## src/rtl/uart_cmd_responder.sv

```systemverilog
// rtl/uart_cmd_responder.sv - 3-byte UART command receiver with 1-byte response transmitter
// RX: cmd, data[15:8], data[7:0] frames held behind a cmd_rdy handshake. TX: independent response shifter.
module uart_cmd_responder #(
  parameter int BAUD_DIV     = 2604,
  parameter int TIMEOUT_BITS = 20
) (
  input  logic        clk,
  input  logic        rst,
  input  logic        RX,
  output logic        TX,
  output logic [7:0]  cmd,
  output logic [15:0] data,
  output logic        cmd_rdy,
  input  logic        clr_cmd_rdy,
  input  logic [7:0]  resp,
  input  logic        send_resp,
  output logic        resp_sent,
  output logic        tx_busy,
  output logic        frm_err,
  output logic        ovr
);

  localparam logic [31:0] LP_BIT_LAST  = 32'(BAUD_DIV - 1);
  localparam logic [31:0] LP_HALF_LAST = 32'(BAUD_DIV / 2 - 1);
  localparam logic [31:0] LP_TO_LAST   = 32'(TIMEOUT_BITS * BAUD_DIV - 1);

  typedef enum logic [1:0] {S_IDLE, S_START, S_DATA, S_STOP} state_t;

  state_t      r_rx_state;
  logic        r_rx_s1, r_rx_s2, r_rx_s3;
  logic [31:0] r_rx_cnt;
  logic [2:0]  r_rx_bit;
  logic [7:0]  r_rx_shift;
  logic [1:0]  r_idx;
  logic [7:0]  r_sh_cmd, r_sh_hi;
  logic [31:0] r_to_cnt;
  logic [7:0]  r_cmd;
  logic [15:0] r_data;
  logic        r_cmd_rdy, r_frm_err, r_ovr;

  state_t      r_tx_state;
  logic [31:0] r_tx_cnt;
  logic [2:0]  r_tx_bit;
  logic [7:0]  r_tx_shift;
  logic        r_tx, r_tx_busy, r_resp_sent;

  logic        w_rx_fall;
  assign w_rx_fall = r_rx_s3 & ~r_rx_s2;

  // Sync flops reset to the idle-high level so leaving reset never looks like a start bit.
  always_ff @(posedge clk) begin
    if (rst) begin
      r_rx_state <= S_IDLE;
      r_rx_s1    <= 1'b1;
      r_rx_s2    <= 1'b1;
      r_rx_s3    <= 1'b1;
      r_rx_cnt   <= '0;
      r_rx_bit   <= '0;
      r_rx_shift <= '0;
      r_idx      <= '0;
      r_sh_cmd   <= '0;
      r_sh_hi    <= '0;
      r_to_cnt   <= '0;
      r_cmd      <= '0;
      r_data     <= '0;
      r_cmd_rdy  <= 1'b0;
      r_frm_err  <= 1'b0;
      r_ovr      <= 1'b0;
    end else begin
      r_rx_s1   <= RX;
      r_rx_s2   <= r_rx_s1;
      r_rx_s3   <= r_rx_s2;
      r_frm_err <= 1'b0;
      r_ovr     <= 1'b0;
      if (clr_cmd_rdy) r_cmd_rdy <= 1'b0;

      if (r_rx_state == S_IDLE && r_idx != 2'd0) begin
        if (r_to_cnt == LP_TO_LAST) begin
          r_to_cnt  <= '0;
          r_idx     <= 2'd0;
          r_frm_err <= 1'b1;
        end else begin
          r_to_cnt <= r_to_cnt + 32'd1;
        end
      end else begin
        r_to_cnt <= '0;
      end

      case (r_rx_state)
        S_IDLE: begin
          if (w_rx_fall) begin
            r_rx_state <= S_START;
            r_rx_cnt   <= '0;
          end
        end
        S_START: begin
          if (r_rx_cnt == LP_HALF_LAST) begin
            r_rx_cnt   <= '0;
            r_rx_bit   <= '0;
            r_rx_state <= r_rx_s2 ? S_IDLE : S_DATA;
          end else begin
            r_rx_cnt <= r_rx_cnt + 32'd1;
          end
        end
        S_DATA: begin
          if (r_rx_cnt == LP_BIT_LAST) begin
            r_rx_cnt   <= '0;
            r_rx_shift <= {r_rx_s2, r_rx_shift[7:1]};
            r_rx_bit   <= r_rx_bit + 3'd1;
            if (r_rx_bit == 3'd7) r_rx_state <= S_STOP;
          end else begin
            r_rx_cnt <= r_rx_cnt + 32'd1;
          end
        end
        default: begin
          if (r_rx_cnt == LP_BIT_LAST) begin
            r_rx_cnt   <= '0;
            r_rx_state <= S_IDLE;
            if (!r_rx_s2) begin
              r_frm_err <= 1'b1;
              r_idx     <= 2'd0;
            end else begin
              case (r_idx)
                2'd0: begin
                  r_sh_cmd <= r_rx_shift;
                  r_idx    <= 2'd1;
                end
                2'd1: begin
                  r_sh_hi <= r_rx_shift;
                  r_idx   <= 2'd2;
                end
                default: begin
                  // Commit overrides a same-cycle clear, and a cleared frame is not an overrun.
                  r_cmd     <= r_sh_cmd;
                  r_data    <= {r_sh_hi, r_rx_shift};
                  r_cmd_rdy <= 1'b1;
                  r_ovr     <= r_cmd_rdy & ~clr_cmd_rdy;
                  r_idx     <= 2'd0;
                end
              endcase
            end
          end else begin
            r_rx_cnt <= r_rx_cnt + 32'd1;
          end
        end
      endcase
    end
  end

  always_ff @(posedge clk) begin
    if (rst) begin
      r_tx_state  <= S_IDLE;
      r_tx_cnt    <= '0;
      r_tx_bit    <= '0;
      r_tx_shift  <= '0;
      r_tx        <= 1'b1;
      r_tx_busy   <= 1'b0;
      r_resp_sent <= 1'b0;
    end else begin
      r_resp_sent <= 1'b0;
      case (r_tx_state)
        S_IDLE: begin
          r_tx <= 1'b1;
          if (send_resp) begin
            r_tx_shift <= resp;
            r_tx       <= 1'b0;
            r_tx_busy  <= 1'b1;
            r_tx_cnt   <= '0;
            r_tx_state <= S_START;
          end
        end
        S_START: begin
          if (r_tx_cnt == LP_BIT_LAST) begin
            r_tx_cnt   <= '0;
            r_tx_bit   <= '0;
            r_tx       <= r_tx_shift[0];
            r_tx_shift <= {1'b0, r_tx_shift[7:1]};
            r_tx_state <= S_DATA;
          end else begin
            r_tx_cnt <= r_tx_cnt + 32'd1;
          end
        end
        S_DATA: begin
          if (r_tx_cnt == LP_BIT_LAST) begin
            r_tx_cnt <= '0;
            if (r_tx_bit == 3'd7) begin
              r_tx       <= 1'b1;
              r_tx_state <= S_STOP;
            end else begin
              r_tx       <= r_tx_shift[0];
              r_tx_shift <= {1'b0, r_tx_shift[7:1]};
              r_tx_bit   <= r_tx_bit + 3'd1;
            end
          end else begin
            r_tx_cnt <= r_tx_cnt + 32'd1;
          end
        end
        default: begin
          if (r_tx_cnt == LP_BIT_LAST) begin
            r_tx_cnt    <= '0;
            r_resp_sent <= 1'b1;
            r_tx_busy   <= 1'b0;
            r_tx_state  <= S_IDLE;
          end else begin
            r_tx_cnt <= r_tx_cnt + 32'd1;
          end
        end
      endcase
    end
  end

  assign TX        = r_tx;
  assign cmd       = r_cmd;
  assign data      = r_data;
  assign cmd_rdy   = r_cmd_rdy;
  assign resp_sent = r_resp_sent;
  assign tx_busy   = r_tx_busy;
  assign frm_err   = r_frm_err;
  assign ovr       = r_ovr;

endmodule

```

## config.mk

```make
export PLATFORM = sky130hd
export DESIGN_NAME = uart_cmd_responder
export DESIGN_NICKNAME = d
export VERILOG_FILES = /design/src/rtl/uart_cmd_responder.sv
export SDC_FILE = /design/constraint.sdc
export NUM_CORES = 1
export LEC_CHECK = 0
export CORE_MARGIN = 2
export CORE_UTILIZATION = 25
export CTS_CLUSTER_SIZE = 10
export DETAILED_ROUTE_END_ITERATION = 6
export PLACE_DENSITY = 0.48
export SYNTH_ARGS = -nofsm -noshare
export SYNTH_HDL_FRONTEND = slang
export SYNTH_SLANG_ARGS = --single-unit
```

## constraint.sdc

```tcl
create_clock -name clk -period 2.3 [get_ports clk]
set_input_delay 0.575 -clock clk [delete_from_list [all_inputs] [get_ports clk]]
set_output_delay 0.575 -clock clk [all_outputs]
set_load 0.01 [all_outputs]
```

==> results.ini <==
[critical_path]
timing.rr.start=r_rx_cnt[19]
worst_r2r_path_depth=7
arrival_ps=2830
endpoint_kind=register
worst-r2r-setup-slack_ps=-170
crit_path_max_fanout=7
crit_type=register to register
critPathBufInv=1
r2r-end=r_rx_state[0]
setup.worst_path.start_class=register
path_common_cell=or4_4
slowest_delay_ps=530
cpMaxStageDelayCell=or4_4
crit_family=simple AND/OR/NAND/NOR gates
crit_required_ps=2660
path_cells=or4_4, or4_4, nor4_4, buf_6, o31ai_4, or4_1, a21oi_1

[hold_path]
min_path_type=input pin to register
hold_path.startpoint=rst
holdPathEnd=r_rx_s3
min_path_cells=2

[drt]
drtIter0Drc=328
routed_via_density=4.584
wl_mm=18.03
route.antenna.remaining_nets=0
wl_per_cell_um=12.73
drcViolationCount=0
routed-via-count=6491
drtPass1Iterations=6

[clock_network]
clock_latency_ps=440
htreeDepth=4
cts_root_buffer=clkbuf_16
clk_path_buf_depth=2
cts_tree=built
cts_buffers=17
cts-hold-fix-buffers=0
path_clk_slew_ps=80
clkSinkCount=173

[yosys]
yosysSeqAreaShare=0.4467
synth_area_leaders=dfxtp_1, nor2_1, nand2_1
synth_top_area_frac=0.4467
synth.distinct_cells=55
syn_area_sq_um=7752
synthArstFlopShare=0
synth_seq_cells=173
synth_edf_count=0
syn_avg_cell_area_sq_um=8.557
synth_largest_area_cell=dfxtp_1
syn_nets=936
netlist_instances=906
synth_warnings=0
synthFlopType=dfxtp_1

[run]
maxCapViolCount=0

[pwr]
p_sw_frac=0.3157
cellPowerDensity_nw_per_um2=776.7
pwr-share-seq=0.415
leakagePower_nw=3.440
fin_total_pwr_mw=7.668
intPower_mw=5.248
netSwitchingPower_mw=2.421
power.share.combinational=0.209
clock_power_share=0.376
peakVddDrop_uv=479.7

[die]
fp.dieW_um=180.1
die_h_um=180.1
core-area_sq_um=30590
rows=64
io_pins=43
design.die.area_sq_um=32430
initial_core_util=0.2534

[placed_design]
dp_cells=1378
gp_congestion=0.7347
portBuffers=42
dpl_cell_area_sq_um=9130
dp_hpwl_mm=12.43
dp_slack_ps=-216.9

[final_layout]
area_growth_pct=27.36
diodes=0
fin_nets=1037
utilization=0.3228
drive_gt1_frac=0.1510
stdcell_count=1416
final_design_area_no_fill_sq_um=9873

[sta]
min_period_ps=2474
tightest_slew_ps=591.1
fin_crit_sh=1.076
final_max_slew_viol_count=0
fin_hold_ws_ps=379.2
rsz0062_at_grt=true
setup_tns_ps=-5179
clock.fmax_mhz=404.1
setup_slack_ps=-174.3
slew_headroom=0.6023
hold_viol=0
clock_skew_ps=10.63
setup_viol=65

[global_routing]
antenna_found_initial=0
grt_pass1_vias=6263
grt_first_pass_wirelength_mm=31.14
grt_usage=0.1145
grt_max_degree=46
grt-ovfl-total=0

[status]
violations=negative setup slack
status=complete, but fails checks

-- power by group through the flow --
stage                     sequential (mW)  clock [mW]  combinational, mW
final                                3.18        2.88               1.61
after global routing                 3.20        3.11               1.80
after CTS                            3.18        2.99               1.60
after detailed placement             3.25           0               1.58
after global placement               3.25           0               1.58
after floorplan                      3.24           0               1.09
-- sequential cells by signal (all words and copies together), names as in the netlist --
register / count
r_tx_state: 2
tx_busy: 1
r_sh_hi: 8
resp_sent: 1
r_sh_cmd: 8
cmd: 8
cmd_rdy: 1
r_rx_state: 2
r_rx_s2: 1
r_rx_shift: 8
r_rx_cnt: 32
r_rx_bit: 3
r_rx_s1: 1
data: 16
r_tx_bit: 3
r_to_cnt: 32
r_tx_cnt: 32
TX: 1
r_idx: 2
ovr: 1
r_tx_shift: 8
frm_err: 1
r_rx_s3: 1
-- what timing repair did --
action / 4_1_cts / 5_1_grt
setup buffers: 3 / 3
pin swaps: 5 / 5
setup endpoints to repair: 68 / 94
resized for setup: 5 / 19
-- cells in the final DEF (no fill, tap or decap), types with 17 or more instances in the layout --
cell,n
dfxtp_1,167
nor2_1,142
nand2_1,98
buf_4,75
a21oi_1,58
clkdlybuf4s50_1,41
nand3_1,38
xor2_1,36
mux2i_1,34
nand4_1,29
xnor2_1,28
o21ai_0,22
nor4_1,21
nor3_1,18
inv_1,17
clkbuf_16,17
-- kinds of logic (layout without fill, tap and decap cells) --
kind of cell | count (synthesis) | count (layout) | synth area share
compound gates | 133 | 133 | 0.1077
mux | 34 | 34 | 0.04390
simple gates | 426 | 426 | 0.2684
buf+inv | 59 | 173 | 0.03357
fa+ha+maj | 17 | 17 | 0.02744
xor+xnor | 64 | 64 | 0.07231
flops | 173 | 173 | 0.4467
-- metal layers --
metal  vias to the layer above  part of all wire  wire length (um)  track usage
met4                         0             0.010               187      0.03355
met5                         -                 0                 0            0
met1                      3017              0.52              9367       0.1555
li1                       3391                 -                 -            -
met2                        69              0.45              8035       0.1827
met3                        14             0.024               440      0.02486
-- worst max path at each step --
stage | slack [ps] | cells after the start | from | to
after floorplan | -150 | 8 | r_rx_cnt[19] | r_rx_cnt[11]
after global placement | -220 | 8 | r_rx_cnt[19] | r_rx_state[1]
after detailed placement | -220 | 8 | r_rx_cnt[19] | r_rx_state[1]
after CTS | -170 | 8 | r_rx_cnt[19] | r_rx_state[1]
after global routing | -250 | 8 | r_rx_cnt[19] | r_sh_hi[5]
final | -170 | 7 | r_rx_cnt[19] | r_rx_state[0]
-- Yosys cell counts, types with 17 or more instances --
| cell type | instances |
|---|---|
| a21oi_1 | 59 |
| clkbuf_1 | 31 |
| dfxtp_1 | 173 |
| ha_1 | 17 |
| inv_1 | 17 |
| mux2i_1 | 34 |
| nand2_1 | 98 |
| nand3_1 | 38 |
| nand4_1 | 29 |
| nor2_1 | 143 |
| nor3_1 | 20 |
| nor4_1 | 24 |
| o21ai_0 | 22 |
| xnor2_1 | 28 |
| xor2_1 | 36 |
-- area by class of cell --
type	instances	area [sq um]
clock buffers	17	425.4
inverters	17	63.81
well taps	396	495.5
repair buffers	124	1099
multi-input cells	674	4141
flip-flops and latches	173	3473
fillers	3209	20720
clock inverters	15	175.2
No activity file was read; power rests on OpenSTA's default activity.
